--- config.mk ---
export PLATFORM = sky130hd
export DESIGN_NAME = uart_rx_param
export DESIGN_NICKNAME = d
export VERILOG_FILES = /design/src/rtl/uart_rx_param.sv
export SDC_FILE = /design/constraint.sdc
export NUM_CORES = 1
export LEC_CHECK = 0
export CAP_MARGIN = 25
export CORE_ASPECT_RATIO = 1.75
export CORE_MARGIN = 4
export CORE_UTILIZATION = 35
export CTS_CLUSTER_DIAMETER = 40
export CTS_CLUSTER_SIZE = 14
export DETAILED_ROUTE_END_ITERATION = 6
export PLACE_DENSITY = 0.63
export SLEW_MARGIN = 10
export SYNTH_ARGS = -nofsm -noshare
export SYNTH_HDL_FRONTEND = slang
export SYNTH_SLANG_ARGS = --single-unit
export TNS_END_PERCENT = 5
--- constraint.sdc ---
create_clock -name clk -period 3.5 [get_ports clk]
set_clock_uncertainty 0.1 [all_clocks]
set_input_delay 0.35 -clock clk [delete_from_list [all_inputs] [get_ports clk]]
set_output_delay 0.35 -clock clk [all_outputs]
set_load 0.02 [all_outputs]
--- src/rtl/uart_rx_param.sv ---
// Purpose: parametrised UART receiver with a 2-flop synchroniser, oversampled bit timing and a one-entry valid/ready output buffer. Optional 2-of-3 majority sampling is enabled by UART_RX_MAJORITY_EN.
// Latency: rx_valid rises 2 clk after the final stop-bit sample point, plus 1 tick when UART_RX_MAJORITY_EN is defined.
// Backpressure: if the buffer is still full when a character completes, the new character is dropped and overrun_err is set; overrun_err stays set until err_clr.
module uart_rx_param #(
    parameter int CLK_FREQ   = 24000000,
    parameter int BAUD       = 115200,
    parameter int DATA_BITS  = 8,
    parameter int PARITY     = 0,
    parameter int STOP_BITS  = 1,
    parameter int OVERSAMPLE = 16
) (
    input  logic                 clk,
    input  logic                 rst_n,
    input  logic                 rx,
    output logic [DATA_BITS-1:0] rx_data,
    output logic                 rx_valid,
    input  logic                 rx_ready,
    output logic                 frame_err,
    output logic                 parity_err,
    output logic                 overrun_err,
    input  logic                 err_clr
);

    localparam int DIV   = (CLK_FREQ + BAUD*OVERSAMPLE/2) / (BAUD*OVERSAMPLE);
    localparam int DIV_W = (DIV > 1) ? $clog2(DIV) : 1;
    localparam int SUB_W = $clog2(OVERSAMPLE);
    localparam int BIT_W = $clog2(DATA_BITS);

    localparam logic [DIV_W-1:0] DIV_LAST  = DIV_W'(DIV - 1);
    localparam logic [SUB_W-1:0] SUB_LAST  = SUB_W'(OVERSAMPLE - 1);
    localparam logic [BIT_W-1:0] LAST_BIT  = BIT_W'(DATA_BITS - 1);
    localparam logic             LAST_STOP = 1'(STOP_BITS - 1);

    typedef enum logic [2:0] {IDLE, START, DATA, PAR, STOP, DONE} state_t;

    state_t state, state_nxt;

    logic                 rx_meta, rxs, rxs_prev;
    logic [DIV_W-1:0]     div_cnt;
    logic [SUB_W-1:0]     sub_cnt;
    logic                 tick;
    logic                 samp_evt;
    logic                 bit_val;
    logic [DATA_BITS-1:0] shreg;
    logic [BIT_W-1:0]     bit_idx;
    logic                 stop_idx;
    logic                 par_pend, frm_pend, brk_wait, par_err_q;
    logic                 par_exp;

    // strobes decoded from the FSM
    logic start_det, start_ok, shift_en, par_chk, stop_en, buf_ld, ovr_set;

    always_ff @(posedge clk or negedge rst_n) begin
        if (!rst_n) begin
            rx_meta  <= 1'b1;
            rxs      <= 1'b1;
            rxs_prev <= 1'b1;
        end else begin
            rx_meta  <= rx;
            rxs      <= rx_meta;
            rxs_prev <= rxs;
        end
    end

    // Restarting both counters on the start edge puts every sample point at a fixed offset from it.
    assign tick = (div_cnt == DIV_LAST);

    always_ff @(posedge clk or negedge rst_n) begin
        if (!rst_n) begin
            div_cnt <= '0;
            sub_cnt <= '0;
        end else if (start_det) begin
            div_cnt <= '0;
            sub_cnt <= '0;
        end else if (tick) begin
            div_cnt <= '0;
            sub_cnt <= (sub_cnt == SUB_LAST) ? '0 : sub_cnt + 1'b1;
        end else begin
            div_cnt <= div_cnt + 1'b1;
        end
    end

`ifdef UART_RX_MAJORITY_EN
    localparam logic [SUB_W-1:0] SUB_V0 = SUB_W'(OVERSAMPLE/2 - 2);
    localparam logic [SUB_W-1:0] SUB_V1 = SUB_W'(OVERSAMPLE/2 - 1);
    localparam logic [SUB_W-1:0] SUB_V2 = SUB_W'(OVERSAMPLE/2);

    logic vote_a, vote_b;

    always_ff @(posedge clk or negedge rst_n) begin
        if (!rst_n) begin
            vote_a <= 1'b1;
            vote_b <= 1'b1;
        end else begin
            if (tick && sub_cnt == SUB_V0) vote_a <= rxs;
            if (tick && sub_cnt == SUB_V1) vote_b <= rxs;
        end
    end

    // The third vote is the live sample, so the decision lands one tick later.
    assign samp_evt = tick && (sub_cnt == SUB_V2);
    assign bit_val  = (vote_a & vote_b) | (vote_a & rxs) | (vote_b & rxs);
`else
    localparam logic [SUB_W-1:0] SUB_V1 = SUB_W'(OVERSAMPLE/2 - 1);

    assign samp_evt = tick && (sub_cnt == SUB_V1);
    assign bit_val  = rxs;
`endif

    always_ff @(posedge clk or negedge rst_n) begin
        if (!rst_n) state <= IDLE;
        else        state <= state_nxt;
    end

    always_comb begin
        state_nxt = state;
        case (state)
            IDLE:  if (start_det) state_nxt = START;
            START: if (samp_evt)  state_nxt = bit_val ? IDLE : DATA;
            DATA:  if (samp_evt && bit_idx == LAST_BIT)
                       state_nxt = (PARITY != 0) ? PAR : STOP;
            PAR:   if (samp_evt) state_nxt = STOP;
            STOP:  if (samp_evt && stop_idx == LAST_STOP) state_nxt = DONE;
            DONE:  state_nxt = IDLE;
            default: state_nxt = IDLE;
        endcase
    end

    always_comb begin
        start_det = 1'b0;
        start_ok  = 1'b0;
        shift_en  = 1'b0;
        par_chk   = 1'b0;
        stop_en   = 1'b0;
        buf_ld    = 1'b0;
        ovr_set   = 1'b0;
        case (state)
            IDLE:  start_det = !brk_wait && rxs_prev && !rxs;
            START: start_ok  = samp_evt && !bit_val;
            DATA:  shift_en  = samp_evt;
            PAR:   par_chk   = samp_evt;
            STOP:  stop_en   = samp_evt;
            DONE: begin
                buf_ld  = !rx_valid || rx_ready;
                ovr_set = rx_valid && !rx_ready;
            end
            default: ;
        endcase
    end

    assign par_exp = (PARITY == 1) ? ~(^shreg) : ^shreg;

    always_ff @(posedge clk or negedge rst_n) begin
        if (!rst_n) begin
            shreg    <= '0;
            bit_idx  <= '0;
            stop_idx <= 1'b0;
            par_pend <= 1'b0;
            frm_pend <= 1'b0;
            brk_wait <= 1'b0;
        end else begin
            if (start_ok) begin
                bit_idx  <= '0;
                stop_idx <= 1'b0;
                par_pend <= 1'b0;
                frm_pend <= 1'b0;
            end
            if (shift_en) begin
                shreg   <= {bit_val, shreg[DATA_BITS-1:1]};
                bit_idx <= bit_idx + 1'b1;
            end
            if (par_chk)
                par_pend <= (bit_val != par_exp);
            if (stop_en) begin
                stop_idx <= stop_idx + 1'b1;
                if (stop_idx == 1'b0)
                    frm_pend <= !bit_val;
            end
            // A low first stop bit may be a break: wait for the line to go high before re-arming.
            if (stop_en && stop_idx == 1'b0 && !bit_val)
                brk_wait <= 1'b1;
            else if (state == IDLE && rxs)
                brk_wait <= 1'b0;
        end
    end

    always_ff @(posedge clk or negedge rst_n) begin
        if (!rst_n) begin
            rx_data     <= '0;
            rx_valid    <= 1'b0;
            frame_err   <= 1'b0;
            par_err_q   <= 1'b0;
            overrun_err <= 1'b0;
        end else begin
            if (buf_ld) begin
                rx_data   <= shreg;
                frame_err <= frm_pend;
                par_err_q <= par_pend;
                rx_valid  <= 1'b1;
            end else if (rx_valid && rx_ready) begin
                rx_valid <= 1'b0;
            end
            if (ovr_set)      overrun_err <= 1'b1;
            else if (err_clr) overrun_err <= 1'b0;
        end
    end

    assign parity_err = (PARITY != 0) ? par_err_q : 1'b0;

endmodule

==> key figures, run 1 <==
Route
  – Total number of vias: 1107
  – WL/cell: 14.71 µm
  – DR vias/cell: 5.348
  – DRT iter0 DRCs: 30
  – WL final: 3.044 mm
  – Drt pass-1 iters: 4
  – DR DRC count: 0
  – Final ANT Viol Nets: 0

Timing
  – Fmax: 0.4361 GHz
  – Crit share post-route: 0.6551
  – Final Hold Fails: 0
  – Max_slew headroom: 0.4492
  – Tightest Pin Transition: 826.3 ps
  – Min cycle time layout: 2293 ps
  – Slew Limit Fails: 0
  – Final setup viols: 0
  – RSZ-0062 raised after global routing: false
  – Fin Setup TNS: 0 ps

Placed design
  – Gpl congestion: 0.8579
  – Dpl cell area: 0.001909 mm²
  – IO Port Bufs: 15
  – Post-DP HPWL: 2.245 mm

Yosys
  – Synth top area cells: dfrtp_1, mux2_2, dfstp_2, ha_1, nor3_1
  – Post-synth top area cell: dfrtp_1
  – Mean Syn Cell Area: 12.53 µm²
  – Predominant post-synthesis flop cell: dfrtp_1
  – Post-synthesis sequential area ratio: 0.5625
  – Synth Warn #: 0
  – FF+latch count, synth: 39
  – FFs w/ async S/R, synth: 1.000
  – Post-Synthesis Net Count: 149
  – Post-Synthesis Cells: 139
  – Post-synth EDFFs: 0
  – Cell area after synthesis: 0.001742 mm²
  – Share of the synthesized area in the top cell type: 0.5172
  – Count of cell types in the netlist: 44

Pwr
  – P_int: 0.7642 mW
  – Clock power share: 0.354
  – Register share of total power: 0.522
  – Peak supply drop: 0.3697 mV
  – Tot Pwr: 1.040 mW
  – Leak Pwr: 0.9205 nW
  – Comb pwr share: 0.124
  – P per Cell Area: 514.5 mW/mm²
  – Psw: 0.2761 mW
  – Sw Share: 0.2654

Clocking
  – Worst-path clk slew: 80 ps
  – CTS H-Tree Depth: 2
  – Post-CTS Resized: 0
  – # Post-CTS Setup Buffers: 0
  – Clock buffer depth: 2
  – CTS Buf Count: 5
  – Root Driver: clkbuf_8
  – Clock Sinks: 39
  – Worst skew pair latency: 290 ps
  – CTS tree: done
  – CTS Hold Bufs: 0

Layout
  – Synth-to-layout area growth: 16.09%
  – Fin area: 0.002022 mm²
  – ANT cells: 0
  – Commonest cells after routing, fill and taps aside: dfrtp_1, mux2_2, clkdlybuf4s50_1
  – Commonest non-fill, non-tap cell in the layout: dfrtp_1
  – Nets@finish: 164
  – Fillers: 428
  – Share of cells above drive strength 1: 0.2323

Worst setup path
  – Critical path's top delay family: simple AND/OR/NAND/NOR gates
  – CP Capture Type: flop
  – Crit-path cells: inv_1 -> ha_1 -> nand3_1 -> nor3_2 -> mux2_2
  – Critical Path Fanout Max: 11
  – Slowest stage delay, CP: 730 ps
  – CP Launch Point: div_cnt[0]$_DFF_PN0_
  – Setup CP Type: reg -> reg
  – Crit path launch type: flop
  – CP max-delay cell: nor3_2
  – Crit path DAT: 2370 ps
  – Buf+Inv Stages, Crit Path: 1
  – FF-to-FF Start: div_cnt[0]$_DFF_PN0_
  – Worst EP required: 3580 ps

Job
  – Max-cap violations: 0

GRT
  – Grt ovf: 0
  – Largest net degree at the start of global routing: 40
  – Vias in the first global route: 1157
  – Total GRT Usage: 0.1151
  – Initial antenna violation count: 0
  – Global-route wire length before repair: 5.464 mm

Die
  – Die Ht: 101.3 µm
  – Core ar.: 0.004748 mm²
  – I/O pin count: 17
  – Num rows: 33
  – Die ar.: 0.006213 mm²
  – Starting Density: 0.3668
  – Die X: 61.33 µm

Run status
  – Status: completed

Min path
  – Worst min-delay path category: in -> async
[layout make-up]
cell class / instances / area, µm² / area share
repair buffers: 15 / 145.1 / 0.07178
multi-input cells: 88 / 700.7 / 0.3465
clock buffers: 5 / 68.82 / 0.03403
flip-flops and latches: 39 / 979.7 / 0.4845
well taps: 52 / 65.06 / 0.03218
inverters: 5 / 18.77 / 0.009282
clock inverters: 3 / 43.79 / 0.02166
[state kept, by name, indices dropped and copies added, names as in the netlist]
register and count:
rx_data 8, rx_valid 1, frame_err 1, div_cnt 4
overrun_err 1, stop_idx 1, state 3, brk_wait 1
bit_idx 3, rx_meta 1, shreg 8, rxs_prev 1
sub_cnt 4, bit_val 1, frm_pend 1
[through the flow]
stage	std cells	setup WS [ps]	hold WS, ps	utilization
detailed placement	199	1186	247.6	0.4021
finish	207	1207	57.00	0.4258
global placement	199	1254	246.5	0.4021
CTS	207	1172	92.87	0.4258
global route	207	987.1	118.7	0.4258
floorplan	139	1666	-45.59	-
[routing by layer]
metal	wire length (µm)	track usage	up-vias
met3	96	0.03571	5
met2	1663	0.1933	17
met1	1247	0.1398	556
li1	-	-	529
met5	0	0	-
met4	36	0.03005	0
[logic make-up (layout without fill, tap and decap cells)]
group / Yosys count / count (layout) / synth area share
AOI/OAI and AO/OA: 19 / 19 / 0.08047
DFF: 39 / 39 / 0.5625
buffers and inverters: 12 / 28 / 0.03520
other: 1 / 1 / 0.002153
and+or+nand+nor: 42 / 42 / 0.1501
muxes: 18 / 18 / 0.1185
xor gates and xnor gates: 3 / 3 / 0.01509
adders and majority gates: 5 / 5 / 0.03592
[Yosys cell counts (3+ instances only)]
master,number
dfrtp_1,36
mux2_2,17
nand2_1,7
nor3_1,6
ha_1,5
inv_1,5
nand3_1,5
a21oi_1,4
nor2b_1,4
clkbuf_1,3
dfstp_2,3
nand3b_1,3
nor2_1,3
[final timing paths]
| check | to | slack [ps] | cells after the start |
|---|---|---|---|
| max | shreg[4]$_DFFE_PN0P_ | 1210 | 5 |
| min | div_cnt[1]$_DFF_PN0_ | 60 | 1 |
| max reg2reg | shreg[4]$_DFFE_PN0P_ | 1210 | 5 |
| min reg2reg | bit_val$_DFF_PN1_ | 260 | 0 |
| max in group asynchronous | sub_cnt[1]$_DFFE_PN0P_ | 2710 | 1 |
| min in group clk | bit_val$_DFF_PN1_ | 260 | 0 |
[worst register-to-register path: cells and delay by family, from the launching register on]
family        cells  cell delay, ps
fa+ha+maj         1             200
buf+inv           1              70
flops             1             410
mux               1             410
simple gates      2            1000
[power by group through the flow]
| stage | Combinational, mW | Sequential, mW | Clock (mW) |
|---|---|---|---|
| after floorplan | 0.105 | 0.535 | 0 |
| after global placement | 0.124 | 0.547 | 0 |
| after detailed placement | 0.131 | 0.551 | 0 |
| after CTS | 0.132 | 0.542 | 0.380 |
| after global routing | 0.150 | 0.553 | 0.400 |
| final | 0.129 | 0.543 | 0.369 |
(Power assumes the default switching activity.)
==> run 2, diff against run 1 <==
- PLACE_DENSITY: 0.63 -> 0.65
- clock period: 3.5 -> 2.1 ns (I/O delays scaled with it)
==> key figures, run 2 (synthesis results as in run 1) <==
Worst setup path
  – Worst Reg2Reg Path Length in Cells: 3 (was 5)
  – CP Capture Type: flop (unchanged)
  – FF-to-FF Start: rxs_prev$_DFF_PN1_ (was div_cnt[0]$_DFF_PN0_)
  – Crit-path cells: or4b_2 -> nor3_4 -> nor3_1 (was inv_1 -> ha_1 -> nand3_1 -> nor3_2 -> mux2_2)
  – R2R Setup Slk: 280 ps (was 1210 ps)
  – CP Launch Point: rxs_prev$_DFF_PN1_ (was div_cnt[0]$_DFF_PN0_)
  – Setup CP Type: reg -> reg (unchanged)
  – CP max-delay cell: or4b_2 (was nor3_2)
  – Setup crit end: div_cnt[2]$_DFF_PN0_ (was shreg[4]$_DFFE_PN0P_)
  – Crit path launch type: flop (unchanged)
  – Slowest stage delay, CP: 630 ps (was 730 ps)
  – Worst EP required: 2170 ps (was 3580 ps)
  – FF-to-FF End: div_cnt[2]$_DFF_PN0_ (was shreg[4]$_DFFE_PN0P_)
  – Critical Path Fanout Max: 9 (was 11)
  – Crit path DAT: 1880 ps (was 2370 ps)

Timing
  – Tightest Pin Transition: 845.6 ps (was 826.3 ps)
  – Max_slew headroom: 0.4362 (was 0.4492)
  – Crit share post-route: 0.8657 (was 0.6551)
  – Final setup viols: 0 (unchanged)
  – Fin Setup TNS: 0 ps (unchanged)
  – Fmax: 0.5501 GHz (was 0.4361 GHz)
  – Worst setup margin: 282.0 ps (was 1207 ps)
  – RSZ-0062 raised after global routing: false (unchanged)
  – Worst hold slack: 220.3 ps (was 57.00 ps)
  – Min cycle time layout: 1818 ps (was 2293 ps)
  – Slew Limit Fails: 0 (unchanged)
  – Final Hold Fails: 0 (unchanged)

Layout
  – ANT cells: 0 (unchanged)
  – Commonest non-fill, non-tap cell in the layout: dfrtp_1 (unchanged)
  – Finished Core Util: 0.4390 (was 0.4258)
  – Share of cells above drive strength 1: 0.2638 (was 0.2323)
  – Largest regs: rx_data (8), shreg (8) (unchanged)
  – Synth-to-layout area growth: 19.68% (was 16.09%)
  – Fin area: 0.002085 mm² (was 0.002022 mm²)
  – Nets@finish: 172 (was 164)
  – Final Instance Count excl. Fillers: 215 (was 207)
  – Fillers: 434 (was 428)
  – Commonest cells after routing, fill and taps aside: dfrtp_1, mux2_2, clkdlybuf4s50_1 (unchanged)

Placed design
  – Post-Place Worst Slack: 288.3 ps (was 1186 ps)
  – Placed cell count: 206 (was 199)
  – Gpl congestion: 0.8448 (was 0.8579)
  – Post-DP HPWL: 2.451 mm (was 2.245 mm)
  – Dpl cell area: 0.001962 mm² (was 0.001909 mm²)
  – IO Port Bufs: 15 (unchanged)

Route
  – WL final: 3.325 mm (was 3.044 mm)
  – DRT iter0 DRCs: 19 (was 30)
  – Drt pass-1 iters: 4 (unchanged)
  – DR vias/cell: 5.247 (was 5.348)
  – WL/cell: 15.47 µm (was 14.71 µm)
  – Total number of vias: 1128 (was 1107)
  – DR DRC count: 0 (unchanged)
  – Final ANT Viol Nets: 0 (unchanged)

Clocking
  – Worst skew pair latency: 290 ps (about the same)
  – Post-CTS Resized: 0 (unchanged)
  – CTS tree: done (unchanged)
  – Worst-path clk slew: 80 ps (about the same)
  – Root Driver: clkbuf_8 (unchanged)
  – CTS H-Tree Depth: 2 (unchanged)
  – Clock Sinks: 39 (unchanged)
  – CTS Buf Count: 5 (unchanged)
  – Clock buffer depth: 2 (unchanged)

Min path
  – Worst min-delay path category: in -> reg (was in -> async)
  – Hold path depth: 1

Pwr
  – Tot Pwr: 1.765 mW (was 1.040 mW)
  – Peak supply drop: 0.5317 mV (was 0.3697 mV)
  – P per Cell Area: 846.8 mW/mm² (was 514.5 mW/mm²)
  – Leak Pwr: 0.9592 nW (was 0.9205 nW)

GRT
  – Grt ovf: 0 (unchanged)
  – Largest net degree at the start of global routing: 40 (unchanged)
  – Initial antenna violation count: 0 (unchanged)
  – Vias in the first global route: 1265 (was 1157)
  – Total GRT Usage: 0.1269 (was 0.1151)
  – Global-route wire length before repair: 5.796 mm (was 5.464 mm)

Job
  – Max-cap violations: 0 (unchanged)

Die
  – Die X: 61.33 µm (unchanged)
  – Die ar.: 0.006213 mm² (unchanged)
  – Starting Density: 0.3668 (unchanged)
  – Core ar.: 0.004748 mm² (unchanged)
  – Num rows: 33 (unchanged)
  – I/O pin count: 17 (unchanged)
  – Die Ht: 101.3 µm (unchanged)

Run status
  – Status: completed (unchanged)
run 2: cell types whose count changed in the layout (fill, tap and decap cells not counted):
cell,before,now
buf_4,0,7
dlygate4sd3_1,0,1
run 2: final cells by class:
class                           instances  area, µm²  area share
Clock buffer                            5      68.82     0.03301
Clock inverter                          3      43.79     0.02101
Inverter                                5      18.77    0.009004
Multi-Input combinational cell         88      700.7      0.3361
Sequential cell                        39      979.7      0.4700
Tap cell                               52      65.06     0.03121
Timing Repair Buffer                   23      207.7     0.09964
run 2: timing repair:
action | in CTS | in global routing
hold endpoints to repair | 36 | 0
hold buffers | 1 | 0
setup buffers | 0 | 0
run 2: routing by layer:
layer | global-route usage | vias to the layer above | share of wire
met5 | 0 | - | 0
met4 | 0.05509 | 0 | 0.023
met3 | 0.03571 | 7 | 0.034
met2 | 0.2178 | 19 | 0.55
met1 | 0.1411 | 557 | 0.39
li1 | - | 545 | -
run 2: worst max-delay path: cells and delay by family, from the launching register on:
kind | cells | cell delay, ps
and+or+nand+nor | 3 | 1060
DFF | 1 | 530
run 2: worst min-delay path by stage:
stage | from | end | slack, ps
floorplan | rst_n | bit_idx[0]$_DFFE_PN0P_ | -190
global placement | rst_n | div_cnt[2]$_DFF_PN0_ | 250
detailed placement | rx_meta$_DFF_PN1_ | bit_val$_DFF_PN1_ | 250
CTS | rx | rx_meta$_DFF_PN1_ | 210
global route | rx | rx_meta$_DFF_PN1_ | 220
finish | rx | rx_meta$_DFF_PN1_ | 220
run 2: power by group:
part	switching, mW	internal, mW
sequential	0.0840	0.820
clock	0.269	0.354
combinational	0.129	0.110
total	0.481	1.28
==> run 3, diff against run 2 <==
- CTS_CLUSTER_DIAMETER: 40 -> 30
==> results of run 3 <==
The final DEF is identical to that of run 2; final timing and power are the same.
==> RTL edit 1, RTL diff (settings of run 3) <==
The option `UART_RX_MAJORITY_EN` is turned on by a define.
--- a/src/rtl/uart_rx_param.sv
+++ b/src/rtl/uart_rx_param.sv
@@ -1,6 +1,8 @@
 // Purpose: parametrised UART receiver with a 2-flop synchroniser, oversampled bit timing and a one-entry valid/ready output buffer. Optional 2-of-3 majority sampling is enabled by UART_RX_MAJORITY_EN.
 // Latency: rx_valid rises 2 clk after the final stop-bit sample point, plus 1 tick when UART_RX_MAJORITY_EN is defined.
 // Backpressure: if the buffer is still full when a character completes, the new character is dropped and overrun_err is set; overrun_err stays set until err_clr.
+`define UART_RX_MAJORITY_EN
+
 module uart_rx_param #(
     parameter int CLK_FREQ   = 24000000,
     parameter int BAUD       = 115200,
Function: no difference found for any inputs over 10 cycles, from zero or initial values and one cycle with rst_n low; that may be too few to reach the edited logic, so the function may still have changed.
==> RTL edit 1 against run 3 <==
- die area up 10%
- critical path depth is 2 higher
- wire length rose by 0.84%
- sequential share of layout area is 2.2 points lower
- setup slack worse by 0.11 ns
- area after synthesis increased by 12%
- sequential cell count is 2 higher
- power rose by 0.85%
- non-clock buffer count up 2
- hold slack worse by 0.0058 ns
- core utilization down 0.74 points
- final area up 11%
- maximum frequency decreased by 5.5%
- critical endpoint is now bit_idx[2]
==> RTL edit 1: results (changes against run 3) <==
DR vias -> 1278 (+13%)
Peak VDD IR -> 0.358 mV (-33%)
Buffers added on ports -> 15 (unchanged)
GPL Wtd Cong -> 0.729 (-14%)
Top Registers -> rx_data (8), shreg (8)
Layout cell share with drive strength beyond 1 -> 26.6% (+0.25 points)
Antenna cell count -> 0 (unchanged)
Wire length per cell -> 13.0 um (-16%)
Largest net degree at the start of global routing -> 18 (-55%)
Drt first-iter violations -> 72 (+53)
Top cells by area, synth -> dfrtp_1, mux2_2, dfstp_2
Initial antenna violation count -> 0 (unchanged)
First-pass GRT wire length -> 5930 um (+2.3%)
Worst hold path class -> primary input to asynchronous set/reset pin
Worst Path Arrival -> 2.00 ns (+0.12 ns)
Seq/Total Area, Yosys -> 53.1% (-3.1 points)
Layout Nets -> 195 (+13%)
TritonRoute pass-1 iters -> 4 (unchanged)
PostCTS Resize Cnt -> 0 (unchanged)
Synth Net Count -> 170 (+14%)
Post-synthesis async set-or-reset flop share -> 100% (unchanged)
Synth Instances -> 158 (+14%)
Synth Warn # -> 0 (unchanged)
H-tree Lvls -> 2 (unchanged)
Synth cell count leaders -> dfrtp_1, mux2_2, nand2_1
Clock-pin slew on the worst setup and hold paths -> 0.08 ns (about the same)
Status -> finished, final reports clean
Distinct cells, synth -> 44 (unchanged)
Max Root-Sink Buffers -> 2 (unchanged)
HPWL after detailed placement -> 2570 um (+5.0%)
Placed cells -> 249 (+21%)
Leakage -> 1.04 nW (+8.5%)
CP max FO -> 9 (unchanged)
Inserted Clock Buffers -> 5 (unchanged)
Clock Latency Late Sink -> 0.29 ns (about the same)
Ys flop type -> dfrtp_1
Clock root buffer -> clkbuf_8
Vias per cell -> 4.95 (-5.6%)
Fillers -> 525 (+21%)
Tot GR Track Use -> 11.2% (-1.5 points)
-- RTL edit 1: cell types whose count changed in the layout (fill, tap and decap cells not counted), sizes merged, moves of 3 or more --
cell,change
a221o,+3
a31oi,+4
nand2b,+3
nor2,+3
nor3,-4
-- RTL edit 1: final cells by class --
type                            count  area share (%)
Clock buffer                        6            3.58
Clock inverter                      2           0.597
Timing Repair Buffer               25            9.66
Sequential cell                    41            44.8
Tap cell                           74            4.02
Multi-Input combinational cell    104            36.4
Inverter                            6           0.977
-- RTL edit 1: kinds of logic (layout without fill, tap and decap cells) --
kind of cell	count (synthesis)	count (layout)	synth area share, %
AO/OA/AOI/OAI	24	24	8.82
other	1	1	0.193
adder cells (fa/ha/maj)	8	8	5.09
XOR/XNOR	3	3	1.35
flip-flops	41	41	53.1
AND/OR/NAND/NOR	48	48	16.2
buffers and inverters	13	39	3.67
multiplexers	20	20	11.6
-- RTL edit 1: per-layer routing --
metal	vias to the layer above	GRT usage [%]	part of all wire [%]
li1	617	-	-
met5	-	0	0
met1	638	11.8	38
met2	17	20.0	56
met4	0	5.90	2.8
met3	6	2.54	2.9
-- RTL edit 1: metrics by stage --
| stage | util, % | worst slack, ns | power (mW) | cell area (um^2) | hold slack, ns |
|---|---|---|---|---|---|
| after floorplan | - | 0.269 | 1.18 | 1940 | -0.186 |
| after global placement | 41.2 | 0.224 | 1.25 | 2200 | 0.00165 |
| after detailed placement | 41.2 | 0.186 | 1.27 | 2200 | 0.00282 |
| after CTS | 43.2 | 0.180 | 1.81 | 2310 | 0.203 |
| after global routing | 43.2 | 0.102 | 1.90 | 2310 | 0.209 |
| final | 43.2 | 0.177 | 1.78 | 2310 | 0.214 |
-- RTL edit 1: worst paths after layout --
path | depth (start not counted) | start | end | slack [ns]
min reg2reg | 0 | rx_meta | rxs | 0.26
max | 5 | div_cnt[0] | bit_idx[2] | 0.18
min | 2 | rst_n | rx_data[2] | 0.21
min in group clk | 1 | rx | rx_meta | 0.22
max reg2reg | 5 | div_cnt[0] | bit_idx[2] | 0.18
max in group asynchronous | 3 | rst_n | rx_meta | 1.11
-- RTL edit 1: where the power goes --
part           internal, mW  switching, mW  total (mW)
Combinational         0.135          0.167       0.302
Sequential            0.860         0.0856       0.946
Clock                 0.266          0.266       0.532
Total                  1.26          0.519        1.78
-- RTL edit 1: worst max-delay path: stages (launching register included) --
cell and delay, ns:
dfrtp_1 0.41, inv_1 0.07, ha_1 0.24, nand3_4 0.14
o41a_1 0.49, a221o_1 0.35
-- RTL edit 1: repair_timing --
action | in CTS | in global routing
buffers inserted | 0 | 0
hold endpoints to repair | 11 | 0
endpoints found under the setup margin | 0 | 0
hold buffers | 1 | 0
==> RTL edit 2, RTL diff (settings of run 3) <==
Without the edit above. Re-encode `state_t` (6 states) as one-hot, 6 bits wide.
--- a/src/rtl/uart_rx_param.sv
+++ b/src/rtl/uart_rx_param.sv
@@ -31,7 +31,7 @@
     localparam logic [BIT_W-1:0] LAST_BIT  = BIT_W'(DATA_BITS - 1);
     localparam logic             LAST_STOP = 1'(STOP_BITS - 1);
 
-    typedef enum logic [2:0] {IDLE, START, DATA, PAR, STOP, DONE} state_t;
+    typedef enum logic [5:0] {IDLE = 6'b000001, START = 6'b000010, DATA = 6'b000100, PAR = 6'b001000, STOP = 6'b010000, DONE = 6'b100000} state_t;
 
     state_t state, state_nxt;
 
Function: same outputs for any inputs over 10 cycles, from zero or initial values and one cycle with rst_n low; not proved beyond that.
==> RTL edit 2 against run 3 <==
- synthesized cell count grew 4.3%
- combinational power rose by 20%
- maximum frequency fell by 10%
- power increased by 6.1%
- final area is 2.9% higher
- sequential cell count grew 2
- area after synthesis rose by 1.9%
- setup slack worse by 0.21 ns
- wire length increased by 0.57%
- hold slack got worse by 0.011 ns
==> RTL edit 2: results (changes against run 3) <==
Worst reg-to-reg path cell count -> 6 (+3)
Vias in the first global route -> 1262 (-0.24%)
Peak VDD IR -> 0.499 mV (-6.1%)
Tot GR Track Use -> 12.4% (-0.28 points)
First-pass GRT wire length -> 5770 um (-0.48%)
Top cells by area, synth -> dfrtp_1, mux2_2, dfstp_2
Layout Nets -> 180 (+4.7%)
Status -> finished, final reports clean
Seq/Total Area, Yosys -> 58.1% (+1.8 points)
Max_slew headroom -> 40.4% (-3.2 points)
DR vias -> 1202 (+6.6%)
Synth cell count leaders -> dfrtp_1, mux2_2, nand2_1
Worst Path Arrival -> 2.11 ns (+0.23 ns)
Wirelength, routed -> 3340 um (+0.57%)
GPL Wtd Cong -> 0.843 (-0.24%)
Layout cell share with drive strength beyond 1 -> 25.1% (-1.2 points)
Dpl cell area -> 2010 um^2 (+2.4%)
Top Registers -> rx_data (8), shreg (8), state (5)
Drt first-iter violations -> 38 (+19)
Smallest hold slack -> 0.209 ns (-0.0110 ns)
HPWL after detailed placement -> 2490 um (+1.5%)
Distinct cells, synth -> 39 (-11%)
Synth Net Count -> 155 (+4.0%)
Leakage -> 1.04 nW (+8.2%)
Psw -> 0.493 mW (+2.5%)
[RTL edit 2: cell types whose count changed after synthesis, moves of 2 or more]
cell	delta
a22o_2	-2
o21ai_0	+2
a211o_1	-2
mux2_4	+5
or3_1	+2
nor2b_1	-2
nor2_1	+6
mux2_2	-6
a21oi_1	+3
nor3b_1	-2
nand2_1	+3
[RTL edit 2: through the flow]
stage / worst slack (ns) / util [%] / cells
after floorplan: 0.0338 / - / 145
after global placement: 0.0775 / 40.7 / 216
after detailed placement: 0.0333 / 40.7 / 216
after CTS: 0.0144 / 43.4 / 225
after global routing: 0.00524 / 43.5 / 225
final: 0.0744 / 43.5 / 225
[RTL edit 2: critical path: stages, from the launching register on]
cell     delay [ns]
dfrtp_1        0.43
ha_1           0.25
nand2_1        0.09
or3_1          0.38
buf_4          0.18
nor2_2         0.15
mux2_2         0.34
[RTL edit 2: layout make-up]
cell class / count / area, um^2
clock buffer: 6 / 82.6
timing repair buffer: 23 / 208
clock inverter: 2 / 37.5
fill: 486 / 2790
sequential: 41 / 1030
multi-input combinational: 94 / 699
inverter: 5 / 18.8
tap: 54 / 67.6
[RTL edit 2: layer usage]
layer | track usage [%] | up-vias | wire (um)
li1 | - | 558 | -
met1 | 12.6 | 605 | 1200
met2 | 21.7 | 27 | 1870
met5 | 0 | - | 0
met4 | 7.52 | 0 | 120
met3 | 3.16 | 12 | 158
[RTL edit 2: cell families (layout without fill, tap and decap cells)]
kind of cell    Yosys count  count (layout)  share of synthesized area [%]
compound gates           20              20                           7.26
fa+ha+maj                 5               5                           3.52
other cells               1               1                          0.211
buf+inv                  10              36                           2.82
xor+xnor                  3               3                           1.48
flops                    41              41                           58.1
mux                      17              17                           12.1
simple gates             48              48                           14.6
[RTL edit 2: power by group through the flow]
stage                     sequential (mW)  combinational (mW)  clock (mW)
after floorplan                     0.926               0.197           0
after global placement              0.931               0.271           0
after detailed placement            0.938               0.285           0
after CTS                           0.921               0.290       0.683
after global routing                0.933               0.323       0.715
final                               0.922               0.286       0.665
[RTL edit 2: worst paths after layout]
| path | start | endpoint | slack, ns |
|---|---|---|---|
| max | sub_cnt[0] | shreg[6] | 0.07 |
| min | rx | rx_meta | 0.21 |
| max reg2reg | sub_cnt[0] | shreg[6] | 0.07 |
| min reg2reg | rx_meta | bit_val | 0.26 |
| max in group asynchronous | rst_n | rx_data[1] | 0.88 |
| min in group asynchronous | rst_n | shreg[1] | 0.47 |
[RTL edit 2: timing repair]
item / 4_1_cts / 5_1_grt
buffers inserted: 0 / 0
gates resized for setup: 0 / 2
hold endpoints to repair: 37 / 0
hold buffers: 1 / 0
endpoints found under the setup margin: 0 / 7
